File: src/rtl/com_bus_arbiter.sv
// Round-robin arbiter for the shared common bus: single owner, one dead turnaround
// cycle between owners, and an optional cap on how long one owner may hold the bus.
module com_bus_arbiter #(
    parameter int NUM_REQ     = 8,
    parameter int ID_WIDTH    = 3,
    parameter int MAX_TENURE  = 64,
    parameter int TIMER_WIDTH = 7
) (
    input  logic                clk,
    input  logic                reset_n,
    input  logic [NUM_REQ-1:0]  Com_Bus_Req,
    output logic [NUM_REQ-1:0]  Com_Bus_Gnt,
    output logic                Bus_Busy,
    output logic [ID_WIDTH-1:0] Gnt_Id,
    output logic                Tenure_Expired
);

    localparam logic [1:0] ST_IDLE    = 2'd0;
    localparam logic [1:0] ST_GRANT   = 2'd1;
    localparam logic [1:0] ST_RELEASE = 2'd2;

    localparam logic [ID_WIDTH-1:0]    LAST_ID      = ID_WIDTH'(NUM_REQ - 1);
    localparam logic [ID_WIDTH:0]      NUM_REQ_W    = (ID_WIDTH + 1)'(NUM_REQ);
    localparam logic [TIMER_WIDTH-1:0] TENURE_LIMIT = TIMER_WIDTH'(MAX_TENURE);
    localparam logic [TIMER_WIDTH-1:0] CNT_ONE      = TIMER_WIDTH'(1);

    logic [1:0]             state_r, state_s;
    logic [ID_WIDTH-1:0]    ptr_r, ptr_s;
    logic [TIMER_WIDTH-1:0] cnt_r, cnt_s;
    logic [NUM_REQ-1:0]     gnt_r, gnt_s;
    logic                   busy_r, busy_s;
    logic [ID_WIDTH-1:0]    id_r, id_s;
    logic                   exp_r, exp_s;

    logic [2*NUM_REQ-1:0]   req_dbl_s;
    logic [NUM_REQ-1:0]     req_rot_s;
    logic [ID_WIDTH-1:0]    win_off_s;
    logic [ID_WIDTH:0]      win_sum_s;
    logic [ID_WIDTH-1:0]    win_id_s;
    logic                   win_found_s;
    logic                   next_ptr_wrap_s;
    logic [ID_WIDTH-1:0]    next_ptr_s;

    // Rotate requests so that ptr sits at bit 0, then take the first set bit.
    always_comb begin
        req_dbl_s   = {Com_Bus_Req, Com_Bus_Req};
        req_rot_s   = NUM_REQ'(req_dbl_s >> ptr_r);
        win_found_s = 1'b0;
        win_off_s   = '0;
        for (int i = 0; i < NUM_REQ; i++) begin
            win_off_s   = (!win_found_s && req_rot_s[i]) ? ID_WIDTH'(i) : win_off_s;
            win_found_s = win_found_s | req_rot_s[i];
        end
        win_sum_s = {1'b0, ptr_r} + {1'b0, win_off_s};
        if (win_sum_s >= NUM_REQ_W) begin
            win_id_s = ID_WIDTH'(win_sum_s - NUM_REQ_W);
        end else begin
            win_id_s = ID_WIDTH'(win_sum_s);
        end
    end

    // Priority moves to the requester just after the releasing owner.
    always_comb begin
        next_ptr_wrap_s = (id_r == LAST_ID);
        if (next_ptr_wrap_s) begin
            next_ptr_s = '0;
        end else begin
            next_ptr_s = id_r + ID_WIDTH'(1);
        end
    end

    // Next-state logic for ownership, turnaround and tenure limiting.
    always_comb begin
        state_s = state_r;
        ptr_s   = ptr_r;
        cnt_s   = cnt_r;
        gnt_s   = gnt_r;
        id_s    = id_r;
        exp_s   = 1'b0;
        case (state_r)
            ST_IDLE, ST_RELEASE: begin
                if (win_found_s) begin
                    state_s = ST_GRANT;
                    gnt_s   = NUM_REQ'(1) << win_id_s;
                    id_s    = win_id_s;
                    cnt_s   = CNT_ONE;
                end else begin
                    state_s = ST_IDLE;
                    gnt_s   = '0;
                end
            end
            ST_GRANT: begin
                if (!Com_Bus_Req[id_r]) begin
                    state_s = ST_RELEASE;
                    gnt_s   = '0;
                    ptr_s   = next_ptr_s;
                end else if ((MAX_TENURE != 0) && (cnt_r == TENURE_LIMIT)) begin
                    state_s = ST_RELEASE;
                    gnt_s   = '0;
                    ptr_s   = next_ptr_s;
                    exp_s   = 1'b1;
                end else begin
                    // Saturate so a disabled limit never wraps the counter.
                    cnt_s = (cnt_r == '1) ? cnt_r : cnt_r + CNT_ONE;
                end
            end
            default: begin
                state_s = ST_IDLE;
                gnt_s   = '0;
            end
        endcase
        busy_s = |gnt_s;
    end

    // State and registered outputs; reset drops any grant without a release cycle.
    always_ff @(posedge clk or negedge reset_n) begin
        if (!reset_n) begin
            state_r <= ST_IDLE;
            ptr_r   <= '0;
            cnt_r   <= '0;
            gnt_r   <= '0;
            busy_r  <= 1'b0;
            id_r    <= '0;
            exp_r   <= 1'b0;
        end else begin
            state_r <= state_s;
            ptr_r   <= ptr_s;
            cnt_r   <= cnt_s;
            gnt_r   <= gnt_s;
            busy_r  <= busy_s;
            id_r    <= id_s;
            exp_r   <= exp_s;
        end
    end

    assign Com_Bus_Gnt    = gnt_r;
    assign Bus_Busy       = busy_r;
    assign Gnt_Id         = id_r;
    assign Tenure_Expired = exp_r;

endmodule

File: config.mk
export PLATFORM = sky130hd
export DESIGN_NAME = com_bus_arbiter
export DESIGN_NICKNAME = d
export VERILOG_FILES = /design/src/rtl/com_bus_arbiter.sv
export SDC_FILE = /design/constraint.sdc
export NUM_CORES = 1
export LEC_CHECK = 0
export ABC_AREA = 1
export BUFFER_PORTS_ARGS = -buffer_cell sky130_fd_sc_hd__buf_2
export CORE_MARGIN = 4
export CORE_UTILIZATION = 54
export CTS_BUF_LIST = sky130_fd_sc_hd__clkbuf_8
export CTS_CLUSTER_SIZE = 20
export DETAILED_ROUTE_END_ITERATION = 12
export PLACE_DENSITY = 0.78
export SLEW_MARGIN = 20
export SYNTH_ARGS = -nofsm -noshare
export SYNTH_HDL_FRONTEND = slang
export SYNTH_SLANG_ARGS = --single-unit
File: constraint.sdc
create_clock -name clk -period 2.9 [get_ports clk]
set_input_delay 0.145 -clock clk [delete_from_list [all_inputs] [get_ports clk]]
set_output_delay 0.145 -clock clk [all_outputs]
set_load 0.01 [all_outputs]
## Word level (Yosys, flattened, before mapping)

Index checks and enable logic that the tools add are counted.

- Bits in registers: 25
- Input bits: 10

- Add/sub/neg operators: 4
- Magnitude comparators: 2
- Eq/ne operators: 11
- Shift-type cells: 2
- Multiplexer cells: 29
- Bitwise operators: 7
- Reduce and logical (&&, ||, !) cells: 21

Operators with widths:

| operator | number |
|---|---|
| $mux 7 | 4 |
| $mux 3 | 8 |
| $mux 8 | 3 |
| $pmux 8 s2 | 1 |
| $shr 16x3->8 | 1 |
| $eq 7x7->1 const B | 2 |
| $pmux 7 s2 | 1 |
| $mux 2 | 4 |
| $ne 2x2->1 const B | 4 |
| $reduce_or 8->1 | 1 |
| $shl 1x3->8 const A | 1 |
| $add 7x1->7 const B | 1 |
| $logic_and 1x1->1 | 7 |
| $logic_not 1->1 | 7 |
| $or 1x1->1 | 7 |
| $mux 1 | 6 |
| $reduce_and 5->1 | 1 |
| $add 3x3->4 | 1 |
| $ge 4x4->1 const B | 1 |
| $lt 3x4->1 const B | 1 |
| $pmux 2 s2 | 1 |
| $reduce_and 2->1 | 2 |
| $add 3x1->3 const B | 1 |
| $bmux 1 s3 | 1 |
| other kinds (9) | 9 |

## Longest topological paths before layout

- Depth after elaboration: 17
- Gate-level depth with buffers: 24

## Least setup slack after synthesis

Ideal clock, no wire load.

- Kind: flip-flop to flip-flop
- From: register ptr_r[1]
- To: register busy_r (netlist: Bus_Busy)
- Setup time: 119 ps
- Arrival: 2817 ps
- Required time: 2781 ps
- Path slack: -36 ps
- Stages on the path, launching flop included: 23
- Path through: dfrtp_1 buf_6 clkinv_2 nand3_1 nand3_1 nand2_2 nor2_4 nand2_4 nor2_8 nand3_4 o221ai_1 ha_1 inv_1 fa_1 xor2_1 inv_1 nand3_2 nand2_2 inv_1 a21oi_1 nand2_1 nor2_1 nand2_1

- Cells in the longest elaborated chain, start to end: 17
- Elaborated cells on any way between the ends: 37

RTL lines:

| item | RTL line | RTL |
|---|---|---|
| from (decl) | 28 | `logic [ID_WIDTH-1:0] ptr_r, ptr_s;` |
| from (signal assigned) | 127 | `ptr_r <= ptr_s;` |
| $shr 16x3->8 | 47 | `req_rot_s = NUM_REQ'(req_dbl_s >> ptr_r);` |
| $logic_not 1->1 or $or 1x1->1 (tied branches) | 51, 52 |  |
| $logic_and 1x1->1 (tied with other cells) | 51 | `win_off_s = (!win_found_s && req_rot_s[i]) ? ID_WIDTH'(i) : win_off_s;` |
| $mux 1 (tied with other cells) | 51 |  |
| $mux 2 (tied with other cells) (2 in a row) | 51 |  |
| $mux 3 (tied with other cells) (2 in a row) | 51 |  |
| $mux 3 or $logic_and 1x1->1 (tied branches) | 51 |  |
| $mux 3 | 51 |  |
| $add 3x3->4 | 54 | `win_sum_s = {1'b0, ptr_r} + {1'b0, win_off_s};` |
| $ge 4x4->1 or $sub 3x1->3 (tied branches) | 55, 56 |  |
| $mux 3 | 55 | `if (win_sum_s >= NUM_REQ_W) begin` |
| $shl 1x3->8 | 84 | `gnt_s = NUM_REQ'(1) << win_id_s;` |
| $mux 8 (*) | 82 | `if (win_found_s) begin` |
| $pmux 8 s2 (*) | 80 | `case (state_r)` |
| $reduce_or 8->1 (*) | 112 | `busy_s = \|gnt_s;` |
| via busy_s | 31 | `logic busy_r, busy_s;` |
| to (signal assigned) | 130 | `busy_r <= busy_s;` |
| to (decl) | 31 |  |

The timed path passes the listed nets; every way through them passes the cells marked *.
A chain may end at the register's enable or synchronous reset.

## Final worst setup path

- From: register ptr_r[0]
- To: register gnt_r[0] (netlist: Com_Bus_Gnt[0])

- Cells in the longest elaborated chain, start to end: 16
- Elaborated cells on any way between the ends: 36

RTL lines:

| item | RTL line | RTL |
|---|---|---|
| $shr 16x3->8 | 47 |  |
| $logic_not 1->1 or $or 1x1->1 (tied branches) | 51, 52 |  |
| $logic_and 1x1->1 (tied with other cells) | 51 |  |
| $mux 1 (tied with other cells) | 51 |  |
| $mux 2 (tied with other cells) (2 in a row) | 51 |  |
| $mux 3 (tied with other cells) (2 in a row) | 51 |  |
| $mux 3 or $logic_and 1x1->1 (tied branches) | 51 |  |
| $mux 3 | 51 |  |
| $add 3x3->4 | 54 |  |
| $ge 4x4->1 or $sub 3x1->3 (tied branches) | 55, 56 |  |
| $mux 3 | 55 |  |
| $shl 1x3->8 | 84 |  |
| $mux 8 (*) | 82 |  |
| $pmux 8 s2 (*) | 80 |  |
| via gnt_s[0] | 30 | `logic [NUM_REQ-1:0] gnt_r, gnt_s;` |
| to (signal assigned) | 129 | `gnt_r <= gnt_s;` |
| to (decl) | 30 |  |

Marked as above.

==> impl_summary.txt <==
----------------------------------------------------
[Clocking]
  Number of buffers created by CTS ... 3
  Sinks on Clock Net ... 25
  Latest clock arrival within the worst-skew pair ... around 270 ps
  Clock root buffer ... sky130_fd_sc_hd__clkbuf_8
  Clock slew at reported path FFs ... 90 ps
  TritonCTS clock tree ... yes
  Number of buffers on the longest clock path ... 2
  CTS H-tree lvls ... 1

[GRT]
  Wire length of the first global-routing pass ... just over 8 mm
  Peak-usage layer in the global routing report ... met2
  Tot GR Track Use ... around a quarter
  Vias in the first global route ... approximately 1,900
  Fraction of met2 tracks used by global routing ... roughly 40%
  Number of antenna violations at the first check in global routing ... 0
  Pin count of the biggest net entering global routing ... 26
  Met3 Track Usage GR ... between 5 and 6%
  GRT overflow ... 0
  Met1 layer usage reported by global route ... ~29%

[Synth]
  Sequential share of the synthesized area ... around a third
  Cell area after technology mapping ... between 1500 and 2000 sq um
  Number of unique standard cell types used by synthesis ... 34
  Top-count cell post-synth ... sky130_fd_sc_hd__nand2_1
  Nets in the synthesized netlist ... between 200 and 300
  Number of warning messages in the yosys log ... 0
  Most area-consuming cells after synthesis ... sky130_fd_sc_hd__dfrtp_1 33%, sky130_fd_sc_hd__nand2_1 11%, sky130_fd_sc_hd__nand3_1 9.1%, sky130_fd_sc_hd__nand2_2 6.3%, sky130_fd_sc_hd__inv_1 6.0%
  Post-synth top cells ... 56 x sky130_fd_sc_hd__nand2_1, 34 x sky130_fd_sc_hd__nand3_1, 30 x sky130_fd_sc_hd__inv_1
  Number of enable flip-flop cells after synthesis ... 0
  Most frequently used flop master after synthesis ... sky130_fd_sc_hd__dfrtp_1
  Most area-hungry cell type in the Yosys netlist ... sky130_fd_sc_hd__dfrtp_1
  Register bit total from synthesis ... 25
  Async set or reset register ratio after synthesis ... 100%
  Avg Cell Area, Syn ... roughly 7.3 sq um
  Portion of synthesized cell area occupied by the leading cell type ... 33.4%
  Syn Inst Count ... 256

[Floorplanning]
  Die area ... between 4000 and 5000 sq um
  Placeable core region ... 3340 sq um
  Row count ... 21
  Y dimension of the die ... 66.9 um
  Initial core utilization ... between 50% and 60%
  Die width ... about 67 um
  # IOs ... 23

[Hold path]
  Hold crit path type ... input pin to asynchronous set/reset pin

[Worst setup path]
  Critical Path Fanout Max ... 7
  Startpoint type of the worst setup path ... register
  Arrival time of data at the critical path endpoint ... about 3500 ps
  CP Capture Type ... register
  Type of the setup path with the least slack ... register to register
  Worst EP required ... 3080 ps

[Detailed routing]
  Residual DRC count ... 0
  Drt wl/cell ... 16.2 um
  Via count ... 2,022
  Antenna Violating Nets Remaining ... 0
  Total wire length after detailed routing ... between 5 and 6 mm
  Average via count per standard cell ... about 5.6
  Initial DRT Pass Iterations ... 4
  First DRT Iteration DRCs ... between 150 and 200

[Timing]
  Relative slew margins ... approximately 63%
  Final Hold Vio Count ... 0
  Setup tns final ... -2040 ps
  Hold WS ... around 390 ps
  Final WS setup ... -398 ps
  Setup violators final ... 9
  Max-slew violation count ... 0
  Tightest Pin Transition ... between 500 and 600 ps
  Minimum clock period after layout ... 3300 ps
  RSZ-0062 raised after global routing ... yes
  Setup skew after layout ... between 1.5 and 2 ps
  Highest Clock Rate ... 0.303 GHz
  Share of the clock period used by the worst path after layout ... 114%

[Cells and area]
  Final Net Count ... between 300 and 400
  Antenna cell count ... 0
  Final Cell Area ... about 2600 sq um
  Fill count ... roughly 210
  Area added between synthesis and finish ... 38.5%
  Share of final-layout standard cells stronger than drive strength 1 ... 46.5%

[Job]
  # Max-Cap Violations ... 0

[Placement]
  Global placement routability congestion ... 0.869
  Dpl cell area ... about 2200 sq um
  Pre-CTS setup slack ... -356 ps
  Count of input and output buffers ... 22
  Detailed placer's ending HPWL ... roughly 3.4 mm

[Status]
  Violated checks ... negative setup slack
  Run status ... finished, violations left

----------------------------------------------------
[through the flow]
stage | utilization (%) | instances
finish | 77.7 | 360
global route | 77.7 | 360
CTS | 73.6 | 357
detailed placement | 66.0 | 341
global placement | 66.0 | 341
floorplan | - | 256
[sequential cells by signal, indices dropped and copies added, names as in the netlist]
| register | flops |
|---|---|
| Com_Bus_Gnt | 8 |
| cnt_r | 7 |
| Gnt_Id | 3 |
| ptr_r | 3 |
| state_r | 2 |
| Bus_Busy | 1 |
| Tenure_Expired | 1 |
[layer usage]
layer | part of all wire [%] | routed length [um]
met2 | 49 | 2850
met5 | 0 | 0
met3 | 5.8 | 340
met4 | 3.3 | 194
met1 | 42 | 2460
[path summary, 6_finish.rpt]
path,depth (start not counted),to,slack [ps],startpoint
worst min register to register,2,Com_Bus_Gnt[4],520,Com_Bus_Gnt[4]
min in group clk,5,Tenure_Expired,500,Com_Bus_Req[0]
worst min-delay path,2,Tenure_Expired,390,reset_n
worst max register to register,23,Com_Bus_Gnt[0],-400,ptr_r[0]
worst max-delay path,23,Com_Bus_Gnt[0],-400,ptr_r[0]
max in group asynchronous,2,ptr_r[0],2110,reset_n
[repair_timing]
action / CTS / global route
hold buffers: 1 / 0
endpoints found under the setup margin: 8 / 11
pin swaps: 18 / 12
buffers inserted: 11 / 3
gates resized for setup: 30 / 27
hold endpoints to repair: 25 / 0
[area by class of cell]
| class | count | area (sq um) | share of cell area, % |
|---|---|---|---|
| Clock buffer | 3 | 41.3 | 1.59 |
| Clock inverter | 1 | 3.75 | 0.145 |
| Inverter | 39 | 166 | 6.42 |
| Multi-Input combinational cell | 188 | 1290 | 49.8 |
| Sequential cell | 25 | 627 | 24.2 |
| Tap cell | 46 | 57.6 | 2.22 |
| Timing Repair Buffer | 58 | 407 | 15.7 |
[cells by family after synthesis]
family | synth area share, %
and+or+nand+nor | 42.6
buffers and inverters | 10.2
AOI/OAI and AO/OA | 8.42
DFF | 33.4
adders and majority gates | 4.41
xor gates and xnor gates | 0.935
[layout by cell type, fill, tap and decap left out, types with 10 or more instances in the layout]
master                    instances
sky130_fd_sc_hd__dfrtp_1         24
sky130_fd_sc_hd__nand2_1         48
sky130_fd_sc_hd__inv_1           29
sky130_fd_sc_hd__nand3_2         24
sky130_fd_sc_hd__buf_4           32
sky130_fd_sc_hd__nand2_2         17
sky130_fd_sc_hd__nor2_1          17
sky130_fd_sc_hd__nand2_4         11
sky130_fd_sc_hd__nand3_1         14
sky130_fd_sc_hd__o21ai_0         10
sky130_fd_sc_hd__buf_2           22
[worst max-delay path: stages, from the launching register on]
cell                       delay [ps]
sky130_fd_sc_hd__dfrtp_2          440
sky130_fd_sc_hd__buf_6            150
sky130_fd_sc_hd__nand2_2          110
sky130_fd_sc_hd__nand3_2          120
sky130_fd_sc_hd__nand3_2          100
sky130_fd_sc_hd__nand2_4           70
sky130_fd_sc_hd__nor2_4           140
sky130_fd_sc_hd__nand2_4           80
sky130_fd_sc_hd__nor2_8           120
sky130_fd_sc_hd__nand3_4           80
sky130_fd_sc_hd__o221ai_2         150
sky130_fd_sc_hd__ha_2             190
sky130_fd_sc_hd__inv_1             50
sky130_fd_sc_hd__fa_2             350
sky130_fd_sc_hd__xor2_2           170
sky130_fd_sc_hd__inv_1            100
sky130_fd_sc_hd__nand3_2          130
sky130_fd_sc_hd__nand2_4          130
sky130_fd_sc_hd__nor2_1            60
sky130_fd_sc_hd__nor2_1           130
sky130_fd_sc_hd__buf_4            130
sky130_fd_sc_hd__buf_4             90
sky130_fd_sc_hd__buf_4             90
sky130_fd_sc_hd__inv_1             30
Power is left out: the tool's default activity adds up to more than one toggle a clock period on the data nets, which glitch-free logic cannot reach.
